===== config.mk =====
export PLATFORM = sky130hd
export DESIGN_NAME = int_to_bf16_pipe
export DESIGN_NICKNAME = d
export VERILOG_FILES = /design/src/rtl/int_to_bf16_pipe.sv
export SDC_FILE = /design/constraint.sdc
export NUM_CORES = 1
export LEC_CHECK = 0
export ABC_AREA = 1
export CORE_AREA = 2 2 168 170
export DETAILED_ROUTE_END_ITERATION = 10
export DIE_AREA = 0 0 170 172
export PLACE_DENSITY_LB_ADDON = 0.25
export SLEW_MARGIN = 20
export SYNTH_ARGS = -nofsm -noshare
export SYNTH_HDL_FRONTEND = slang
export SYNTH_SLANG_ARGS = --single-unit

===== constraint.sdc =====
create_clock -name clk_i -period 6.05 [get_ports clk_i]
set_clock_uncertainty 0.2 [all_clocks]
set_input_delay 1.21 -clock clk_i [delete_from_list [all_inputs] [get_ports clk_i]]
set_output_delay 1.21 -clock clk_i [all_outputs]
set_load 0.02 [all_outputs]

===== src/rtl/int_to_bf16_pipe.sv =====
// Multi-lane 3-stage signed-integer to BF16 converter with valid/ready handshake.
// Define INT2BF16_RNE_EN for round-to-nearest-even; otherwise the mantissa is truncated.
module int_to_bf16_pipe #(
    parameter int IN_W  = 24,
    parameter int LANES = 2,
    parameter int CNT_W = 32
) (
    input  logic                  clk_i,
    input  logic                  rst_ni,
    input  logic                  flush_i,
    input  logic                  in_valid_i,
    output logic                  in_ready_o,
    input  logic [LANES*IN_W-1:0] in_data_i,
    output logic                  out_valid_o,
    input  logic                  out_ready_i,
    output logic [LANES*16-1:0]   out_data_o,
    output logic [LANES-1:0]      out_inexact_o,
    output logic [CNT_W-1:0]      beat_cnt_o
);

    // Normalised magnitude extended with zeros so guard/sticky always exist.
    localparam int XW = IN_W + 9;

    logic                  v1_q, v1_d, v2_q, v2_d, v3_q, v3_d;
    logic [LANES-1:0]      sign1_q, sign1_d;
    logic [LANES*IN_W-1:0] mag1_q, mag1_d;
    logic [LANES-1:0]      sign2_q, sign2_d;
    logic [LANES-1:0]      zero2_q, zero2_d;
    logic [LANES*8-1:0]    exp2_q, exp2_d;
    logic [LANES*IN_W-1:0] norm2_q, norm2_d;
    logic [LANES*16-1:0]   data3_q, data3_d;
    logic [LANES-1:0]      inex3_q, inex3_d;
    logic [CNT_W-1:0]      cnt_q, cnt_d;

    logic load2, load3, in_ready, accept;

    always_comb begin
        logic [IN_W-1:0] x, m;
        logic [XW-1:0]   nx;
        logic [6:0]      mant;
        logic [7:0]      rnd;
        logic            g, st, inc;
        int              p;

        x    = '0;
        m    = '0;
        nx   = '0;
        mant = '0;
        rnd  = '0;
        g    = 1'b0;
        st   = 1'b0;
        inc  = 1'b0;
        p    = 0;

        load3    = !v3_q || out_ready_i;
        load2    = !v2_q || load3;
        in_ready = (!v1_q || load2) && !flush_i;
        accept   = in_valid_i && in_ready;

        v1_d    = v1_q;
        v2_d    = v2_q;
        v3_d    = v3_q;
        sign1_d = sign1_q;
        mag1_d  = mag1_q;
        sign2_d = sign2_q;
        zero2_d = zero2_q;
        exp2_d  = exp2_q;
        norm2_d = norm2_q;
        data3_d = data3_q;
        inex3_d = inex3_q;
        cnt_d   = cnt_q + {{(CNT_W-1){1'b0}}, accept};

        if (flush_i) begin
            v1_d = 1'b0;
            v2_d = 1'b0;
            v3_d = 1'b0;
        end else begin
            if (!v1_q || load2) v1_d = in_valid_i;
            if (load2)          v2_d = v1_q;
            if (load3)          v3_d = v2_q;
        end

        // S1: sign and unsigned magnitude; the most negative input maps to 2^(IN_W-1).
        if (accept) begin
            for (int k = 0; k < LANES; k++) begin
                x = in_data_i[k*IN_W +: IN_W];
                sign1_d[k] = x[IN_W-1];
                mag1_d[k*IN_W +: IN_W] = x[IN_W-1] ? (~x + 1'b1) : x;
            end
        end

        // S2: leading-one detect and left-normalise so the leading one sits at the MSB.
        if (load2 && v1_q && !flush_i) begin
            for (int k = 0; k < LANES; k++) begin
                m = mag1_q[k*IN_W +: IN_W];
                p = 0;
                for (int i = 0; i < IN_W; i++) begin
                    if (m[i]) p = i;
                end
                sign2_d[k] = sign1_q[k];
                zero2_d[k] = (m == '0);
                exp2_d[k*8 +: 8] = 8'(127 + p);
                norm2_d[k*IN_W +: IN_W] = m << (IN_W - 1 - p);
            end
        end

        // S3: extract mantissa/guard/sticky, round, pack.
        if (load3 && v2_q && !flush_i) begin
            for (int k = 0; k < LANES; k++) begin
                nx   = {norm2_q[k*IN_W +: IN_W], 9'b0};
                mant = nx[XW-2 -: 7];
                g    = nx[XW-9];
                st   = |nx[XW-10:0];
`ifdef INT2BF16_RNE_EN
                inc  = g && (st || mant[0]);
`else
                inc  = 1'b0;
`endif
                rnd  = {1'b0, mant} + {7'b0, inc};
                if (zero2_q[k]) begin
                    data3_d[k*16 +: 16] = 16'h0000;
                    inex3_d[k]          = 1'b0;
                end else begin
                    // A carry out of the mantissa leaves rnd[6:0] at zero and bumps the exponent.
                    data3_d[k*16 +: 16] = {sign2_q[k], exp2_q[k*8 +: 8] + {7'b0, rnd[7]}, rnd[6:0]};
                    inex3_d[k]          = g || st;
                end
            end
        end
    end

    always_ff @(posedge clk_i) begin
        if (!rst_ni) begin
            v1_q    <= 1'b0;
            v2_q    <= 1'b0;
            v3_q    <= 1'b0;
            sign1_q <= '0;
            mag1_q  <= '0;
            sign2_q <= '0;
            zero2_q <= '0;
            exp2_q  <= '0;
            norm2_q <= '0;
            data3_q <= '0;
            inex3_q <= '0;
            cnt_q   <= '0;
        end else begin
            v1_q    <= v1_d;
            v2_q    <= v2_d;
            v3_q    <= v3_d;
            sign1_q <= sign1_d;
            mag1_q  <= mag1_d;
            sign2_q <= sign2_d;
            zero2_q <= zero2_d;
            exp2_q  <= exp2_d;
            norm2_q <= norm2_d;
            data3_q <= data3_d;
            inex3_q <= inex3_d;
            cnt_q   <= cnt_d;
        end
    end

    assign in_ready_o    = in_ready;
    assign out_valid_o   = v3_q;
    assign out_data_o    = data3_q;
    assign out_inexact_o = inex3_q;
    assign beat_cnt_o    = cnt_q;

endmodule


-- Yosys cells after proc, flatten, opt, wreduce, memory -nomap -nowiden
Cells that the tools add are included.
- add/subtract/negate cells: 7
- bitwise logic cells: 3
- reductions and logical operators: 20
- muxes and demuxes: 54
- shift operators: 2
- operators by type and width (operator ; count):
    $mux 32 ; 46
    $sub 6x32->32 const A ; 2
    $add 24x1->24 const B ; 2
    $logic_not 24->1 ; 2
    $mux 24 ; 2
    $not 24->24 ; 2
    $add 32x1->32 ; 1
    $mux 16 ; 2
    $shl 24x32->23 ; 1
    $shl 24x32->24 ; 1
    $reduce_or 15->1 ; 2
    $add 8x8->8 const A ; 2
    $logic_and 1x1->1 ; 6
    $logic_or 1x1->1 ; 5
    $logic_not 1->1 ; 4
    $mux 1 ; 4
    $reduce_or 2->1 ; 1
    $not 1->1 ; 1
- register bits: 186
- bits of input ports: 53
- word-level logic and storage cells: 98

-- Depth between registers and ports, before layout
Gate-level depths: netlist of the first run.
- depth in word-level cells: 26
- mapped depth: 35

-- Least setup slack after synthesis of the first run
Ideal clock, no wire load.
- path kind: input to register
- from: input out_ready_i
- to: register cnt_q[30], in the netlist beat_cnt_o[30]
- stages: 33
- path slack: 0.923 ns
- arrival time: 4.814 ns
- setup time: 0.113 ns
- buffers on the path: 2
- data required time: 5.737 ns
- cells stage by stage: nor2_1 > inv_1 > nor2_1 > inv_1 > nor2_1 > inv_1 > nand2_1 > nor2_1 > clkbuf_1 > clkbuf_1 > ha_1 > ha_1 > nand2_1 > nor2_4 > nand3_4 > nor2_4 > nand2_2 > inv_2 > nand2_4 > nor2_4 > and3_4 > and3_2 > nand2_2 > nor2_4 > nand3_2 > nor3b_2 > nand2_1 > nor2_4 > nand4_2 > nor3b_2 > nand2_1 > nor2_1 > nor2_1
- longest elaborated chain between the ends: 6
- ends and longest elaborated chain (what ; line ; source):
    start, declared ; 15 ; input logic out_ready_i,
    $logic_or 1x1->1 ; 55 ; load3 = !v3_q || out_ready_i;
    $logic_or 1x1->1 ; 56 ; load2 = !v2_q || load3;
    $logic_or 1x1->1 ; 57 ; in_ready = (!v1_q || load2) && !flush_i;
    $logic_and 1x1->1 ; 57 ;
    $logic_and 1x1->1 ; 58 ; accept = in_valid_i && in_ready;
    via accept ; 35 ; logic load2, load3, in_ready, accept;
    $add 32x1->32 ; 71 ; cnt_d = cnt_q + {{(CNT_W-1){1'b0}}, accept};
    end signal, assigned ; 158 ; cnt_q <= cnt_d;
    end, declared ; 33 ; logic [CNT_W-1:0] cnt_q, cnt_d;
The timed path passes the listed nets, and every way through them passes these cells.
A chain may end at the register's enable or synchronous reset.

-- Worst setup path in the final report of the first run
- from: input out_ready_i
- to: register cnt_q[30], in the netlist beat_cnt_o[30]
- longest elaborated chain between the ends: 6
- ends and longest elaborated chain (what ; line):
    $logic_or 1x1->1 ; 55
    $logic_or 1x1->1 ; 56
    $logic_or 1x1->1 ; 57
    $logic_and 1x1->1 ; 57
    $logic_and 1x1->1 ; 58
    $add 32x1->32 ; 71
Every way passes these cells.

==> impl_metrics.yaml, run 1 <==
outcome:
  outcome: "finished clean"
grt:
  use_met2_pct: 28.7
  grt_pass1_wl_mm: 47.3
  grt_pass1_vias: 9817
  antenna_found_initial: 0
  grt_overflow: 0
  grt_util_all_layers_pct: 19.7
  grt_start_max_net_pins: 94
  busiest_layer: "met1"
  met3_usage_pct: 2.91
  use_met1_pct: 29.8
timing:
  tightest_slew_ns: 1.03
  setup_violations: 0
  fmax_mhz: 198
  report.final.slew_viol_count: 0
  rsz0062_at_grt: "no"
  period_share_pct: 83.6
  hold_viol_final: 0
  setup_tns_ns: 0
  slew_headroom_pct: 31.2
  fin_crit_ns: 5.06
  hold_slack_ns: 0.254
finish:
  areaGrowthSynthToFinish_pct: 18.0
  post_route_cells_drive_above_1_share_pct: 4.25
  insertedDiodeCount: 0
  nets: 1841
  fillers: 2958
routing:
  drt_iter0_drc: 839
  antenna_left: 0
  drtPass1Iterations: 5
  drc_errors: 0
  wire_per_inst_um: 13.3
  routed_wl_mm: 28.4
  vias: 10900
  viasPerCell: 5.13
clock_network:
  hold_buffers: 0
  clockBufferDepth: 2
  cts_buffers: 17
  cts_max_level: 4
  clk_pin_slew_ns: 0.08
  cts_sinks: 185
  cts_root_buffer: "clkbuf_16"
  clk_latency_ns: 0.44
  cts_tree: "built"
  ctsResizeCount: 0
  post-cts-setup-buffer-count: 0
worst_setup_path:
  required_ns: 6.22
  worst_ep_arrival_time_ns: 5.23
  slowest_stage: "clkdlybuf4s50_1"
  critPathTopFamily: "simple AND/OR/NAND/NOR gates"
  cp-start-kind: "input pin"
  r2r-start: "mag1_q[8]"
  cp_max_fo: 3
  critical_path_class: "in -> reg"
  cp_num_buf_inv: 5
  cp-startpoint: "out_ready_i"
  critPathMaxStageDelay_ns: 0.46
  worst_setup_path_end_kind: "flip-flop"
place:
  hpwl_mm: 20.8
  port_buffers: 120
  place.gp.congestion: 0.904
synth:
  synth_xor_xnor_area_share_pct: 2.84
  yosysWarnings: 0
  synth.most_common_cell: "nand2_1"
  synthArstFlopShare_pct: 0
  synth_largest_area_cell: "dfxtp_1"
  synth_seq_cells: 185
  synthAdderAreaFrac_pct: 1.39
  yosysTopAreaCellShare_pct: 34.3
  syn_nets: 1774
  netlist_instances: 1709
  avgSynthCellArea_um2: 6.32
  synth_top_family_by_area: "simple AND/OR/NAND/NOR gates"
  synth_common_cells: "nand2_1 (463), nand3_1 (224), dfxtp_1 (185)"
  syn-cell-area_mm2: 0.0108
  synth_cell_types: 50
  synth_compound_area_share_pct: 13.5
  synth-main-ff-cell: "dfxtp_1"
  synthSimpleGateAreaFrac_pct: 38.3
  synthTopCellsByArea: "dfxtp_1 (34%), nand2_1 (16%), nand3_1 (10%)"
  synthMuxAreaShare_pct: 0
  ys_seq_area_share_pct: 34.3
  synth_edf_count: 0
power:
  powerDensity_mw_per_mm2: 257
  p_leak_uw: 0.00536
  irDropWorstVdd_mv: 0.177
min_path:
  holdCritStartpoint: "exp2_q[5]"
  hold_path_class: "reg -> reg"
floorplan:
  start_util_pct: 39.3
  rows: 61
  die_x_um: 170
  die_h_um: 172
  dieArea_mm2: 0.0292
  io_pins: 121
  core_area_mm2: 0.0275
run:
  drv_cap: 0
==> flip-flops by register name (all words and copies together) (netlist names) <==
register and flops:
norm2_q 46, sign1_q 2, v1_q 1, out_data_o 32, exp2_q 16, v2_q 1, beat_cnt_o 32, out_valid_o 1
out_inexact_o 2, mag1_q 48, sign2_q 2, zero2_q 2
==> tightest hold or removal path, delay by kind of cell (launching register included) <==
family,cells,cell delay (ns)
AOI/OAI and AO/OA,1,0.05
DFF,1,0.31
and+or+nand+nor,1,0.06
==> logic make-up (layout without fill, tap and decap cells) <==
kind of cell             after synthesis  after routing
XOR/XNOR                              35             35
buffers and inverters                271            351
flip-flops                           185            185
adder cells (fa/ha/maj)               12             12
AND/OR/NAND/NOR                      940            940
AO/OA/AOI/OAI                        266            266
==> metrics by stage <==
step           setup slack, ns  total power, µW  cells  cell area (µm²)  utilization, %
2_1_floorplan            0.923             1950   1709            10800               -
3_3_place_gp             0.723             2190   2103            12200            44.3
3_5_place_dp             0.551             2190   2103            12200            44.3
4_1_cts                  0.992             3290   2135            12700            46.4
5_1_grt                  0.494             3470   2135            12700            46.4
6_report                 0.991             3280   2135            12700            46.4
==> path summary, 6_finish.rpt <==
kind                                        to  slack, ns  cells past startpoint
worst max-delay path            beat_cnt_o[30]       0.99                     33
worst min-delay path            out_data_o[12]       0.25                      2
worst max register to register     norm2_q[13]       1.80                     15
worst min register to register  out_data_o[12]       0.25                      2
==> power by group <==
part	total, µW	switching, µW	internal, µW	leakage (µW)
sequential	1280	25.8	1250	0.00150
combinational	892	612	280	0.00357
clock	1110	553	554	0.000285
total	3280	1190	2090	0.00536
==> layout by cell type (no fill, tap or decap), drive strengths merged <==
| master | instances |
|---|---|
| clkbuf | 18 |
| xor2 | 19 |
| a211oi | 1 |
| nand2 | 466 |
| o211ai | 13 |
| o221ai | 12 |
| a31o | 1 |
| nand3b | 6 |
| or2 | 4 |
| or4 | 1 |
| a22oi | 2 |
| and3 | 2 |
| a31oi | 9 |
| nand3 | 226 |
| clkinv | 8 |
| o21ba | 1 |
| nand4 | 23 |
| o211a | 1 |
| nor2 | 157 |
| o21a | 1 |
| o21ai | 70 |
| inv | 196 |
| nor3 | 31 |
| o31ai | 2 |
| o41ai | 1 |
| buf | 10 |
| clkdlybuf4s50 | 119 |
| o21bai | 2 |
| xnor2 | 16 |
| ha | 12 |
| nor3b | 8 |
| a21oi | 150 |
| dfxtp | 185 |
| nor4 | 15 |
| or3 | 1 |
==> final cells by class <==
| class | instances | area [µm²] | share of cell area, % |
|---|---|---|---|
| clock inverters | 14 | 146 | 1.15 |
| well taps | 346 | 433 | 3.40 |
| inverters | 190 | 716 | 5.61 |
| flip-flops and latches | 185 | 3700 | 29.1 |
| repair buffers | 129 | 1260 | 9.91 |
| multi-input cells | 1253 | 6060 | 47.5 |
| clock buffers | 18 | 429 | 3.37 |
==> metal layers <==
metal | up-vias | share of wire (%)
li1 | 5735 | -
met1 | 4884 | 53
met2 | 296 | 40
met3 | 30 | 5.0
met4 | 0 | 1.3
met5 | - | 0
(Power assumes the default switching activity.)
==> run 2: changes to the inputs <==
==> constraint.sdc (replaced) <==
create_clock -name clk_i -period 4.45 [get_ports clk_i]
set_clock_uncertainty 0.2 [all_clocks]
set_input_delay 0.89 -clock clk_i [delete_from_list [all_inputs] [get_ports clk_i]]
set_output_delay 0.89 -clock clk_i [all_outputs]
set_load 0.02 [all_outputs]
==> impl_metrics.yaml, run 2 (synthesized netlist as in run 1, its figures left out) <==
routing:
  wl_met1_mm: 15.8
  top_layer_used: "met4"
  drc_errors: 0
  routed_wl_mm: 29.4
  vias: 11200
  drtPass1Iterations: 6
  viasPerCell: 5.07
  wire_per_inst_um: 13.3
  drt_iter0_drc: 805
  wl_met3_mm: 1.47
  antenna_left: 0
  dr_wl_met2_mm: 11.8
clock_network:
  clk_latency_ns: 0.44
  clockBufferDepth: 2
  clk_pin_slew_ns: 0.07
  cts_max_level: 4
  cts_tree: "built"
  cts_sinks: 185
  cts_buffers: 17
  cts_root_buffer: "clkbuf_16"
place:
  place_inst: 2131
  place.gp.congestion: 0.883
  hpwl_mm: 21.0
  dp_slack_ns: -0.547
  port_buffers: 120
finish:
  largest_reg_flops: 48
  mostFrequentLayoutCells: "nand2_1 (458), nand3_1 (223), dfxtp_1 (185)"
  top_register: "mag1_q"
  top_regs: "mag1_q: 48 flops, norm2_q: 46 flops"
  post_route_cells_drive_above_1_share_pct: 8.97
  fin_cells: 2208
  finish.utilization_pct: 49.0
  insertedDiodeCount: 0
  areaGrowthSynthToFinish_pct: 24.6
  nets: 1915
  mostFrequentLayoutCell: "nand2_1"
timing:
  fin_ws_ns: 0.255
  tightest_slew_ns: 0.880
  report.final.slew_viol_count: 0
  rsz0062_at_grt: "yes"
  setup_violations: 0
  hold_viol_final: 0
  fmax_mhz: 238
  fin_crit_ns: 4.19
  setup_tns_ns: 0
  period_share_pct: 94.3
  slew_headroom_pct: 41.4
power:
  irDropWorstVdd_mv: 0.231
  p_leak_uw: 0.00582
  total_power_uw: 4480
  powerDensity_mw_per_mm2: 333
floorplan:
  core_area_mm2: 0.0275
  start_util_pct: 39.3
  dieArea_mm2: 0.0292
  rows: 61
  die_x_um: 170
  io_pins: 121
  die_h_um: 172
outcome:
  outcome: "finished clean"
worst_setup_path:
  worst_setup_path_end_kind: "flip-flop"
  worst_ep_arrival_time_ns: 4.36
  cp_max_fo: 36
  critical_path_class: "in -> reg"
  required_ns: 4.61
  cp-start-kind: "input pin"
grt:
  grt_start_max_net_pins: 87
  grt_pass1_wl_mm: 50.1
  grt_pass1_vias: 10100
  grt_util_all_layers_pct: 20.8
  grt_overflow: 0
  antenna_found_initial: 0
min_path:
  hold_path_class: "reg -> reg"
run:
  drv_cap: 0
[run 2: cell types whose count changed in the layout (fill, tap and decap cells not counted), moves of 3 or more]
cell / before / now
buf_4: 9 / 81
clkdlybuf4s50_1: 119 / 116
clkinvlp_4: 0 / 3
inv_1: 180 / 176
inv_2: 6 / 9
nand2_1: 463 / 458
nand2_2: 2 / 5
nor2_1: 149 / 145
nor2_4: 6 / 9
[run 2: stage by stage]
step / area [µm²] / hold WS, ns
after CTS: 13300 / 0.258
after detailed placement: 12400 / 0.252
after global placement: 12400 / 0.251
final: 13500 / 0.258
after floorplan: 10800 / 0.238
after global routing: 13500 / 0.273
[run 2: power breakdown]
| group | leakage [µW] | internal, µW | switching (µW) |
|---|---|---|---|
| clock | 0.000272 | 756 | 737 |
| combinational | 0.00404 | 404 | 840 |
| sequential | 0.00150 | 1710 | 36.6 |
| total | 0.00582 | 2870 | 1610 |
[run 2: worst paths after layout]
check	to	cells after the start	slack [ns]	startpoint
min reg2reg	out_data_o[13]	2	0.26	exp2_q[6]
max reg2reg	out_inexact_o[0]	26	0.33	out_valid_o
max	out_inexact_o[0]	26	0.26	out_ready_i
min	out_data_o[13]	2	0.26	exp2_q[6]
[run 2: repair_timing]
action                     in CTS  in global routing
setup buffers                  40                  6
gates resized for setup        12                 26
setup endpoints to repair       1                 82
hold buffers                    0                  0
pin swaps                      13                 17
[run 2: final cells by class]
class                      instances  area [µm²]
clock inverter                    13         130
tap                              346         433
multi-input combinational       1253        6170
inverter                         190         718
sequential                       185        3700
timing repair buffer             203        1850
clock buffer                      18         439
fill                            2823       14000
[run 2: metal layers]
layer / up-vias / GRT usage, %
met3: 28 / 2.43
li1: 5889 / -
met4: 0 / 5.54
met1: 4958 / 32.6
met2: 328 / 29.5
met5: - / 0
[run 2: worst max-delay path, stage by stage]
cell     delay (ns)
buf_8          0.07
nor2_4         0.03
buf_4          0.13
buf_4          0.13
buf_4          0.12
buf_4          0.12
buf_4          0.12
buf_4          0.12
buf_4          0.12
buf_4          0.12
buf_4          0.12
buf_4          0.12
buf_4          0.12
buf_4          0.12
buf_4          0.12
buf_4          0.12
buf_4          0.12
buf_4          0.12
buf_4          0.12
buf_4          0.11
nor3_1         0.30
inv_4          0.24
nor2_1         0.15
buf_4          0.22
o21ai_0        0.14
a21oi_1        0.13
==> run 3: changes to the inputs <==
--- a/config.mk
+++ b/config.mk
@@ -6,9 +6,9 @@
 export NUM_CORES = 1
 export LEC_CHECK = 0
 export ABC_AREA = 1
-export CORE_AREA = 2 2 168 170
+export CORE_AREA = 2 2 149 151
 export DETAILED_ROUTE_END_ITERATION = 10
-export DIE_AREA = 0 0 170 172
+export DIE_AREA = 0 0 151 153
 export PLACE_DENSITY_LB_ADDON = 0.25
 export SLEW_MARGIN = 20
 export SYNTH_ARGS = -nofsm -noshare
==> impl_metrics.yaml, run 3 (synthesized netlist as in run 1, its figures left out) <==
timing:
  tightest_slew_ns: 0.994
  setup_violations: 0
  slew_headroom_pct: 33.5
  report.final.slew_viol_count: 0
  fin_crit_ns: 4.15
  period_share_pct: 93.3
  fin_ws_ns: 0.299
  setup_tns_ns: 0
  fmax_mhz: 241
  hold_viol_final: 0
place:
  dp_slack_ns: -0.720
  port_buffers: 120
  hpwl_mm: 20.0
  place.gp.congestion: 0.948
grt:
  grt_pass1_vias: 9874
  met3_usage_pct: 3.49
  grt_overflow: 0
  busiest_layer: "met1"
  use_met2_pct: 35.8
  use_met1_pct: 37.6
  grt_util_all_layers_pct: 24.5
  antenna_found_initial: 0
  grt_pass1_wl_mm: 47.3
  grt_start_max_net_pins: 87
floorplan:
  die_x_um: 151
  rows: 54
  die_h_um: 153
  start_util_pct: 50.3
  dieArea_mm2: 0.0231
  core_area_mm2: 0.0215
  io_pins: 121
finish:
  insertedDiodeCount: 0
  post_route_cells_drive_above_1_share_pct: 7.01
  nets: 1878
  mostFrequentLayoutCells: "nand2_1 (459), nand3_1 (223), dfxtp_1 (185)"
  mostFrequentLayoutCell: "nand2_1"
  areaGrowthSynthToFinish_pct: 20.7
  top_regs: "mag1_q: 48 flops, norm2_q: 46 flops"
  top_register: "mag1_q"
  fillers: 2059
  largest_reg_flops: 48
worst_setup_path:
  critical_path_class: "in -> reg"
  critPathMaxStageDelay_ns: 0.24
  r2r-start: "out_valid_o"
  worst_setup_path_end_kind: "flip-flop"
  worst_ep_arrival_time_ns: 4.33
  slowest_stage: "nor3_2"
  cp_num_buf_inv: 6
  path_common_cell: "nor2_4"
  required_ns: 4.63
  cp-startpoint: "out_ready_i"
  critPathTopFamily: "simple AND/OR/NAND/NOR gates"
  cp_max_fo: 3
  cp-start-kind: "input pin"
power:
  powerDensity_mw_per_mm2: 340
  irDropWorstVdd_mv: 0.335
  p_leak_uw: 0.00557
routing:
  antenna_left: 0
  routed_wl_mm: 27.9
  wire_per_inst_um: 13.3
  drtPass1Iterations: 6
  vias: 11100
  drt_iter0_drc: 948
  drc_errors: 0
  viasPerCell: 5.29
clock_network:
  cts_sinks: 185
  clk_pin_slew_ns: 0.07
  clk_latency_ns: 0.45
  cts_max_level: 4
  cts_buffers: 17
  cts_tree: "built"
  cts_root_buffer: "clkbuf_16"
  clockBufferDepth: 2
run:
  drv_cap: 0
outcome:
  outcome: "finished clean"
min_path:
  holdCritStartpoint: "exp2_q[6]"
  hold_path_class: "reg -> reg"
-- run 3: changes by cell type in the layout (fill, tap and decap cells not counted), sizes merged --
cell	change
clkinv	+1
buf	-37
clkbuf	-1
clkinvlp	+1
-- run 3: path summary, 6_finish.rpt --
kind	endpoint	slack, ns	cells past startpoint
worst max-delay path	beat_cnt_o[31]	0.30	30
worst min-delay path	out_data_o[13]	0.26	2
worst max register to register	beat_cnt_o[31]	0.41	30
worst min register to register	out_data_o[13]	0.26	2
-- run 3: metrics by stage --
step	area, µm²	power, µW	utilization [%]	hold slack (ns)	instances
global placement	12300	2970	57.0	0.249	2057
finish	13000	4430	60.7	0.262	2106
CTS	12900	4430	60.2	0.261	2098
floorplan	10800	2660	-	0.238	1709
detailed placement	12300	2980	57.0	0.250	2057
global route	13000	4690	60.7	0.278	2106
-- run 3: layer usage --
| layer | up-vias | wire length [µm] |
|---|---|---|
| met1 | 4971 | 14200 |
| met5 | - | 0 |
| li1 | 5805 | - |
| met3 | 30 | 1740 |
| met4 | 0 | 385 |
| met2 | 337 | 11700 |
-- run 3: worst min-delay path: stages, from the launching register on --
cell and delay, ns:
dfxtp_1 0.31, nand2_1 0.06, a21oi_1 0.05
-- run 3: repair_timing --
action | 4_1_cts | 5_1_grt
resized for setup | 12 | 17
endpoints found under the setup margin | 4 | 5
setup buffers | 9 | 8
pin swaps | 12 | 19
hold buffers | 0 | 0
-- run 3: report_power, final --
group / switching, µW / internal (µW)
clock network: 718 / 736
registers: 36.5 / 1710
logic: 833 / 399
-- run 3: layout make-up --
class	count	area, µm²	area share [%]
Sequential cell	185	3700	28.4
Multi-Input combinational cell	1253	6150	47.1
Clock buffer	17	425	3.26
Timing Repair Buffer	166	1560	12.0
Clock inverter	15	134	1.03
Inverter	190	716	5.49
Tap cell	280	350	2.69
